<file path="src/rtl/alu_pkg.sv">
// Shared definitions for the ALU sequencer and the ALU bench: opcodes,
// instruction field layout, FSM state encoding and small decode helpers.
package alu_pkg;

  localparam int unsigned INSTR_W = 16;
  localparam int unsigned OPC_W   = 4;
  localparam int unsigned REG_AW  = 2;

  // Instruction field bit positions
  localparam int unsigned OPC_LSB       = 12;
  localparam int unsigned DST_LSB       = 10;
  localparam int unsigned SRCA_LSB      = 8;
  localparam int unsigned SRCB_LSB      = 6;
  localparam int unsigned USE_CARRY_BIT = 5;
  localparam int unsigned IMM_W         = 8;

  // ALU opcodes, passed through unchanged to the ALU
  localparam logic [OPC_W-1:0] OP_ADD    = 4'h0;
  localparam logic [OPC_W-1:0] OP_SUB    = 4'h1;
  localparam logic [OPC_W-1:0] OP_LSHIFT = 4'h2;
  localparam logic [OPC_W-1:0] OP_RSHIFT = 4'h3;
  localparam logic [OPC_W-1:0] OP_XOR    = 4'h4;
  localparam logic [OPC_W-1:0] OP_CMP    = 4'h5;
  localparam logic [OPC_W-1:0] OP_AND    = 4'h6;
  localparam logic [OPC_W-1:0] OP_NAND   = 4'h7;
  localparam logic [OPC_W-1:0] OP_OR     = 4'h8;
  localparam logic [OPC_W-1:0] OP_NOR    = 4'h9;
  localparam logic [OPC_W-1:0] OP_LOADI  = 4'hF;

  // Instruction word layout; for LOADI the low byte is the immediate
  typedef struct packed {
    logic [OPC_W-1:0]  opcode;
    logic [REG_AW-1:0] dst;
    logic [REG_AW-1:0] src_a;
    logic [REG_AW-1:0] src_b;
    logic              use_carry;
    logic [4:0]        rsvd;
  } instr_t;

  typedef enum logic [1:0] {
    ST_IDLE = 2'd0,
    ST_EXEC = 2'd1,
    ST_DONE = 2'd2
  } seq_state_e;

  function automatic logic is_alu_op(input logic [OPC_W-1:0] op);
    return (op <= OP_NOR);
  endfunction

endpackage

</file>
<file path="src/rtl/alu_regfile.sv">
// Register file: NUM_REGS x DATA_W, one synchronous write port, two
// combinational operand read ports and a combinational debug read port.
// Ports: clk/rst (async active-high), we/waddr/wdata write port,
// raddr_a/rdata_a, raddr_b/rdata_b, raddr_dbg/rdata_dbg read ports.
module alu_regfile #(
  parameter int unsigned DATA_W   = 8,
  parameter int unsigned NUM_REGS = 4,
  parameter int unsigned AW       = 2
) (
  input  logic              clk,
  input  logic              rst,
  input  logic              we,
  input  logic [AW-1:0]     waddr,
  input  logic [DATA_W-1:0] wdata,
  input  logic [AW-1:0]     raddr_a,
  output logic [DATA_W-1:0] rdata_a,
  input  logic [AW-1:0]     raddr_b,
  output logic [DATA_W-1:0] rdata_b,
  input  logic [AW-1:0]     raddr_dbg,
  output logic [DATA_W-1:0] rdata_dbg
);

  logic [DATA_W-1:0] regs_q [NUM_REGS];
  logic [DATA_W-1:0] regs_d [NUM_REGS];

  // Write-port update
  always_comb begin
    for (int i = 0; i < NUM_REGS; i++) begin
      regs_d[i] = regs_q[i];
    end
    if (we) begin
      regs_d[waddr] = wdata;
    end
  end

  always_ff @(posedge clk or posedge rst) begin
    if (rst) begin
      for (int i = 0; i < NUM_REGS; i++) begin
        regs_q[i] <= '0;
      end
    end else begin
      for (int i = 0; i < NUM_REGS; i++) begin
        regs_q[i] <= regs_d[i];
      end
    end
  end

  assign rdata_a   = regs_q[raddr_a];
  assign rdata_b   = regs_q[raddr_b];
  assign rdata_dbg = regs_q[raddr_dbg];

endmodule

</file>
<file path="src/rtl/alu_sequencer.sv">
// Instruction-issuing front end for the 8-bit combinational ALU.
// Accepts one instruction per handshake, drives registered ALU ports for one
// EXEC cycle, then writes back, updates flags and pulses res_valid.
// Ports: clk, rst (async active-high); in_valid/in_ready/in_instr instruction
// handshake; alu_opcode/alu_opA/alu_opB/alu_cin to the ALU; alu_result/alu_cout
// from the ALU; res_valid/res_data retire pulse; flag_c/flag_z flags;
// rd_addr/rd_data combinational debug read of the register file.
module alu_sequencer
  import alu_pkg::*;
#(
  parameter int unsigned DATA_W   = 8,
  parameter int unsigned NUM_REGS = 4
) (
  input  logic                 clk,
  input  logic                 rst,
  input  logic                 in_valid,
  output logic                 in_ready,
  input  logic [INSTR_W-1:0]   in_instr,
  output logic [OPC_W-1:0]     alu_opcode,
  output logic [DATA_W-1:0]    alu_opA,
  output logic [DATA_W-1:0]    alu_opB,
  output logic                 alu_cin,
  input  logic [DATA_W-1:0]    alu_result,
  input  logic                 alu_cout,
  output logic                 res_valid,
  output logic [DATA_W-1:0]    res_data,
  output logic                 flag_c,
  output logic                 flag_z,
  input  logic [REG_AW-1:0]    rd_addr,
  output logic [DATA_W-1:0]    rd_data
);

  seq_state_e        state_q, state_d;
  logic [OPC_W-1:0]  op_q, op_d;
  logic [REG_AW-1:0] dst_q, dst_d;
  logic [IMM_W-1:0]  imm_q, imm_d;
  logic [OPC_W-1:0]  alu_opcode_q, alu_opcode_d;
  logic [DATA_W-1:0] alu_opa_q, alu_opa_d;
  logic [DATA_W-1:0] alu_opb_q, alu_opb_d;
  logic              alu_cin_q, alu_cin_d;
  logic              res_valid_q, res_valid_d;
  logic [DATA_W-1:0] res_data_q, res_data_d;
  logic              flag_c_q, flag_c_d;
  logic              flag_z_q, flag_z_d;
  logic              in_ready_q, in_ready_d;

  instr_t            in_fields;
  logic              rf_we;
  logic [DATA_W-1:0] rf_wdata;
  logic [DATA_W-1:0] rf_rdata_a;
  logic [DATA_W-1:0] rf_rdata_b;

  assign in_fields = instr_t'(in_instr);

  // Operands are read in IDLE, before any writeback of this instruction,
  // so a source equal to dst always sees the old value.
  alu_regfile #(
    .DATA_W   (DATA_W),
    .NUM_REGS (NUM_REGS),
    .AW       (REG_AW)
  ) u_regfile (
    .clk       (clk),
    .rst       (rst),
    .we        (rf_we),
    .waddr     (dst_q),
    .wdata     (rf_wdata),
    .raddr_a   (in_fields.src_a),
    .rdata_a   (rf_rdata_a),
    .raddr_b   (in_fields.src_b),
    .rdata_b   (rf_rdata_b),
    .raddr_dbg (rd_addr),
    .rdata_dbg (rd_data)
  );

  // Next-state and datapath control
  always_comb begin
    state_d      = state_q;
    op_d         = op_q;
    dst_d        = dst_q;
    imm_d        = imm_q;
    alu_opcode_d = alu_opcode_q;
    alu_opa_d    = alu_opa_q;
    alu_opb_d    = alu_opb_q;
    alu_cin_d    = alu_cin_q;
    res_valid_d  = 1'b0;
    res_data_d   = res_data_q;
    flag_c_d     = flag_c_q;
    flag_z_d     = flag_z_q;
    rf_we        = 1'b0;
    rf_wdata     = '0;

    case (state_q)
      ST_IDLE: begin
        if (in_valid) begin
          op_d    = in_fields.opcode;
          dst_d   = in_fields.dst;
          imm_d   = in_instr[IMM_W-1:0];
          state_d = ST_EXEC;
          // ALU ports only move for real ALU ops; otherwise they hold.
          if (is_alu_op(in_fields.opcode)) begin
            alu_opcode_d = in_fields.opcode;
            alu_opa_d    = rf_rdata_a;
            alu_opb_d    = rf_rdata_b;
            alu_cin_d    = in_fields.use_carry & flag_c_q;
          end
        end
      end
      ST_EXEC: begin
        state_d     = ST_DONE;
        res_valid_d = 1'b1;
        if (is_alu_op(op_q)) begin
          rf_we      = 1'b1;
          rf_wdata   = alu_result;
          res_data_d = alu_result;
          flag_z_d   = (alu_result == '0);
          if (op_q == OP_ADD) begin
            flag_c_d = alu_cout;
          end
        end else if (op_q == OP_LOADI) begin
          rf_we      = 1'b1;
          rf_wdata   = DATA_W'(imm_q);
          res_data_d = DATA_W'(imm_q);
        end else begin
          res_data_d = '0;
        end
      end
      ST_DONE: begin
        state_d = ST_IDLE;
      end
      default: begin
        state_d = ST_IDLE;
      end
    endcase

    in_ready_d = (state_d == ST_IDLE);
  end

  always_ff @(posedge clk or posedge rst) begin
    if (rst) begin
      state_q      <= ST_IDLE;
      op_q         <= '0;
      dst_q        <= '0;
      imm_q        <= '0;
      alu_opcode_q <= '0;
      alu_opa_q    <= '0;
      alu_opb_q    <= '0;
      alu_cin_q    <= 1'b0;
      res_valid_q  <= 1'b0;
      res_data_q   <= '0;
      flag_c_q     <= 1'b0;
      flag_z_q     <= 1'b0;
      in_ready_q   <= 1'b1;
    end else begin
      state_q      <= state_d;
      op_q         <= op_d;
      dst_q        <= dst_d;
      imm_q        <= imm_d;
      alu_opcode_q <= alu_opcode_d;
      alu_opa_q    <= alu_opa_d;
      alu_opb_q    <= alu_opb_d;
      alu_cin_q    <= alu_cin_d;
      res_valid_q  <= res_valid_d;
      res_data_q   <= res_data_d;
      flag_c_q     <= flag_c_d;
      flag_z_q     <= flag_z_d;
      in_ready_q   <= in_ready_d;
    end
  end

  assign in_ready   = in_ready_q;
  assign alu_opcode = alu_opcode_q;
  assign alu_opA    = alu_opa_q;
  assign alu_opB    = alu_opb_q;
  assign alu_cin    = alu_cin_q;
  assign res_valid  = res_valid_q;
  assign res_data   = res_data_q;
  assign flag_c     = flag_c_q;
  assign flag_z     = flag_z_q;

endmodule

</file>
<file path="config.mk">
export PLATFORM = sky130hd
export DESIGN_NAME = alu_sequencer
export DESIGN_NICKNAME = d
export VERILOG_FILES = /design/src/rtl/alu_pkg.sv /design/src/rtl/alu_regfile.sv /design/src/rtl/alu_sequencer.sv
export SDC_FILE = /design/constraint.sdc
export NUM_CORES = 1
export LEC_CHECK = 0
export CORE_ASPECT_RATIO = 1.5
export CORE_MARGIN = 4
export CORE_UTILIZATION = 35
export DETAILED_ROUTE_END_ITERATION = 10
export PLACE_DENSITY = 0.65
export RECOVER_POWER = 25
export SETUP_SLACK_MARGIN = 0.4
export SLEW_MARGIN = 20
export SYNTH_ARGS = -nofsm -noshare
export SYNTH_HDL_FRONTEND = slang
export SYNTH_SLANG_ARGS = --single-unit
</file>
<file path="constraint.sdc">
create_clock -name clk -period 2.4 [get_ports clk]
set_input_delay 0.36 -clock clk [delete_from_list [all_inputs] [get_ports clk]]
set_output_delay 0.36 -clock clk [all_outputs]
set_load 0.01 [all_outputs]
</file>
Word-level counts from Yosys, hierarchy flattened. Cells that the tools add are included. Widths: inputs -> output; s select.

Magnitude comparators: 7. Eq/ne operators: 2. Reduce and logical (&&, ||, !) cells: 9. Mux-type cells: 21. Bitwise operators: 5.

Operators with widths (number): $mux 8 (10); $bmux 8 s2 (3); $bwmux 32 (1); $demux 8 s2 (1); $ge 3x3->1 const B (4); $not 2->3 (4); $le 4x4->1 const B (2); $logic_not 8->1 (1); $reduce_and 3->1 (2); $eq 4x4->1 const B (1); $logic_not 2->1 (2); $logic_not 4->1 (1); $mux 1 (4); $pmux 2 s2 (1); $reduce_and 2->1 (2); $lt 3x1->1 const B (1); $eq 2x1->1 const B (1); $mux 2 (1); $and 1x1->1 (1); $logic_and 1x1->1 (1).

Input bits: 30. Register bits after elaboration: 81.

Logic depth before layout (Yosys ltp).
Depth after elaboration: 6. Mapped depth: 7. Mapped depth without buffers: 5.

Cells and area by module. From an unflattened synthesis, not the netlist that was laid out.

Cell total of the unflattened synthesis: 242. Area total of the unflattened synthesis: 3902.5 um^2.

Modules (own cells, without submodules): alu_sequencer (times used 1, seq. area each 1227.4 um^2, area each 2115.8 um^2, cells an instance 143); alu_regfile (times used 1, seq. area each 800.8 um^2, area each 1786.7 um^2, cells an instance 99).

Worst setup path before layout. Ideal clock, no wire load.

Path type: input to output. Start: input port rd_addr[0]. End: output port rd_data[0]. Path buffers: 1. Cell stages on the path: 2. Arrival: 1.148 ns. Setup slack: 0.892 ns. Path through: buf_2 -> mux4_2.

Word-level cells in the longest chain between the ends: 4.

Ends and longest elaborated chain: start: declaration (line alu_sequencer.sv:29) `input logic [REG_AW-1:0] rd_addr,`; $not 2->3 (implied by the code) (line alu_regfile.sv:50) `assign rdata_dbg = regs_q[raddr_dbg];`; $bmux 8 s2 (line alu_regfile.sv:50); $mux 8 (implied by the code) (2 in series) (line alu_regfile.sv:50); end: declaration (line alu_sequencer.sv:30) `output logic [DATA_W-1:0] rd_data`.

Every way passes these cells. The select of a mux whose other input is x is not followed.

Worst setup path in the final report.
Start: input port rd_addr[1]. End: output port rd_data[1].

The elaborated chain is that of the path after synthesis.

==> results by group <==
Detailed routing
  – Iter 0 DRT Violations: 90
  – Remaining DRCs: 0
  – Vias per std cell: ~5.0
  – Via count: ~2,500
  – Post-Route WL: ~8700 um
  – Routed Antenna Nets: 0
  – DR WL/cell: 17.4 um
  – TritonRoute pass-1 iters: 4

Placement
  – HPWL Detailed: 6400 um
  – Dpl cells: 487
  – GPL Wtd Cong: 0.747
  – Port buffer count: 70
  – Post-place setup slack: -0.00586 ns

Die
  – Chip height: about 140 um
  – Chip Width: 93.2 um
  – Starting Density: 36.0%
  – Placeable Area: 10,600 um2
  – Core Rows: 46
  – Die area: 12,600 um2
  – Num ports: 71

Timing
  – Fin crit share: roughly 80%
  – Worst setup margin: 0.474 ns
  – Max frequency: 519 MHz
  – Min Hold Slack: 0.474 ns
  – Skew final: 0.00582 ns
  – Endpoints failing setup: 0
  – Worst-margin pin slew: approximately 0.86 ns
  – Hold Fails Final Rpt: 0
  – Pins Over Slew Limit: 0
  – Final Critical Period: 1.93 ns
  – RSZ-0062 raised after global routing: false
  – Slew Limit Headroom: 43.0%
  – Fin Setup TNS: 0 ns

Global routing
  – Pin count of the biggest net entering global routing: 67
  – Number of global-route vias before repair: 2,691
  – GRT overflow: 0
  – First-pass GRT wire length: 14,500 um
  – Tot GR Track Use: 15.1%
  – Antenna violations before repair: 0

Clocking
  – CTS buffer count: 9
  – Post_cts resized: 21
  – Worst skew pair latency: about 0.33 ns
  – Cts-stage hold buffer count: 0
  – Clock-pin slew on the worst setup and hold paths: 0.06 ns
  – Deepest level of the CTS H-tree: 3
  – CTS tree: built
  – Root Driver: clkbuf_16
  – CTS sink cnt: 80
  – Max Buffers Root-to-Sink: 2
  – Post-CTS repair timing setup buffer count: 0

Min path
  – Hold path start: state_q[0]
  – Worst hold path class: reg -> reg

Synthesis
  – XOR/XNOR share of the synthesized area: 0%
  – Yosys warnings: 0
  – Synth Area in Adders: 0%
  – Post-synthesis compound-gate area fraction: 12.7%
  – Post-synth EDFFs: 0
  – Main synth FF type: dfrtp_1
  – Largest family of logic cells by synthesized area: multiplexers
  – Post-Syn Instances: 279
  – Syn_nets: 309
  – Synthesized cell area: 3810 um2
  – Synth area leaders: dfrtp_1, mux4_2, mux2_2
  – Cell variety after synth: 32
  – Register area share after synthesis: 52.6%
  – Mux contribution to synthesized area: 23.1%
  – #FFs+latches synth: 80
  – Area leader, netlist: dfrtp_1
  – Mapped Avg Cell Area: 13.7 um2
  – Async set or reset register ratio after synthesis: 100%
  – Area fraction of the dominant cell type after synthesis: roughly half
  – Post-synthesis simple-gate area fraction: 8.02%

Setup path
  – Worst Setup End Kind: output port
  – Critical R2R Launch: res_valid
  – CP Max Fanout: 8
  – Worst path slowest cell: clkdlybuf4s50_1
  – Worst Path Required: 2.04 ns
  – Worst path max stage delay: 0.52 ns
  – Startpoint Class: primary input
  – WS Path Type: in -> out
  – Worst Path Arrival: approximately 1.6 ns
  – Worst-path cell chain: clkdlybuf4s50_1 > buf_12 > mux4_2 > clkdlybuf4s15_2
  – Critical Path Start: rd_addr[1]

Outcome
  – Status: complete, no violations

Pwr
  – Leak: 2.19 nW
  – Peak supply drop: 0.409 mV
  – Pwr/cell area: between 1000 and 1500 nW/um2

Finish
  – Ant. Diodes: 0
  – Fraction of layout cells with a size suffix above 1: 32.0%
  – Post-layout net count: 384
  – Area added between synthesis and finish: 32.2%
  – Core Util, Final: 47.6%
  – Final non-filler cell total: 503

Run
  – Max-Cap Viols: 0
state kept, by name, summed over array words and instances, names as in the netlist:
name	flops
alu_cin	1
imm_q	8
dst_q	2
op_q	4
alu_opA	8
in_ready	1
res_data	8
alu_opcode	4
res_valid	1
flag_z	1
state_q	1
flag_c	1
u_regfile.regs_q	32
alu_opB	8
layout by cell type (no fill, tap or decap), types with 2 or more instances in the layout:
cell / synthesis / routed
clkdlybuf4s15_1: 0 / 5
clkdlybuf4s50_1: 0 / 59
mux2_2: 30 / 30
nand2_2: 4 / 4
bufinv_16: 0 / 3
dlygate4sd3_1: 0 / 2
a21oi_1: 10 / 10
buf_4: 2 / 7
nor4_1: 3 / 3
o21ai_1: 16 / 16
clkbuf_16: 0 / 9
o2111ai_1: 2 / 2
clkinvlp_2: 0 / 2
a22oi_4: 8 / 8
buf_12: 1 / 3
clkdlybuf4s15_2: 0 / 2
inv_1: 4 / 3
mux4_2: 24 / 24
o21ai_0: 5 / 5
o21ai_2: 9 / 9
nor2_1: 12 / 12
nand2_1: 42 / 42
dfrtp_1: 79 / 79
and3_4: 2 / 2
a21oi_2: 3 / 3
clkbuf_8: 0 / 2
layer usage:
layer  up-vias  wire length (um)  GRT usage (%)
met4         0               212           7.82
met5         -                 0              0
met3        12               350           2.95
met1      1278              3440           17.7
met2        66              4750           26.0
li1       1178                 -              -
final timing paths:
kind | to | slack [ns] | cells after the start
max | rd_data[1] | 0.47 | 4
min | in_ready | 0.47 | 1
max reg2reg | u_regfile.regs_q[31] | 0.61 | 6
min reg2reg | in_ready | 0.47 | 1
max in group asynchronous | u_regfile.regs_q[30] | 1.08 | 3
min in group asynchronous | alu_opcode[3] | 0.56 | 2
worst max-delay path, delay by kind of cell:
family,cells,cell delay [ns]
buf+inv,3,0.90
mux,1,0.30
synth_stat cells, drive strengths merged (2+ instances only):
| cell type | number |
|---|---|
| dfrtp | 79 |
| nand2 | 46 |
| mux2 | 30 |
| o21ai | 30 |
| mux4 | 24 |
| buf | 14 |
| a21oi | 13 |
| nor2 | 12 |
| a22oi | 8 |
| inv | 5 |
| nor4 | 3 |
| o2111ai | 3 |
| and3 | 2 |
| clkbuf | 2 |
cell families (layout without fill, tap and decap cells):
logic type	count (synthesis)	after routing
buffers and inverters	21	101
flip-flops	80	80
AND/OR/NAND/NOR	68	68
multiplexers	54	54
AO/OA/AOI/OAI	56	56
stage by stage:
step | power [mW] | instance area, um2
2_1_floorplan | 3.32 | 3810
3_3_place_gp | 4.14 | 4690
3_5_place_dp | 4.23 | 4690
4_1_cts | 5.82 | 5040
5_1_grt | 6.08 | 5040
6_report | 5.74 | 5040
power by group:
part           switching [mW]  leakage, nW  internal (mW)
clock network           0.537        0.172           1.07
registers               0.414        0.993           1.87
logic                   0.727         1.02           1.12
total                    1.68         2.19           4.06
final cells by class:
type / instances / area (um2)
clock buffer: 11 / 253
clock inverter: 5 / 103
fill: 997 / 5550
inverter: 5 / 21.3
multi-input combinational: 178 / 1670
sequential: 80 / 2000
tap: 144 / 180
timing repair buffer: 80 / 810
No activity file was read; power rests on OpenSTA's default activity.
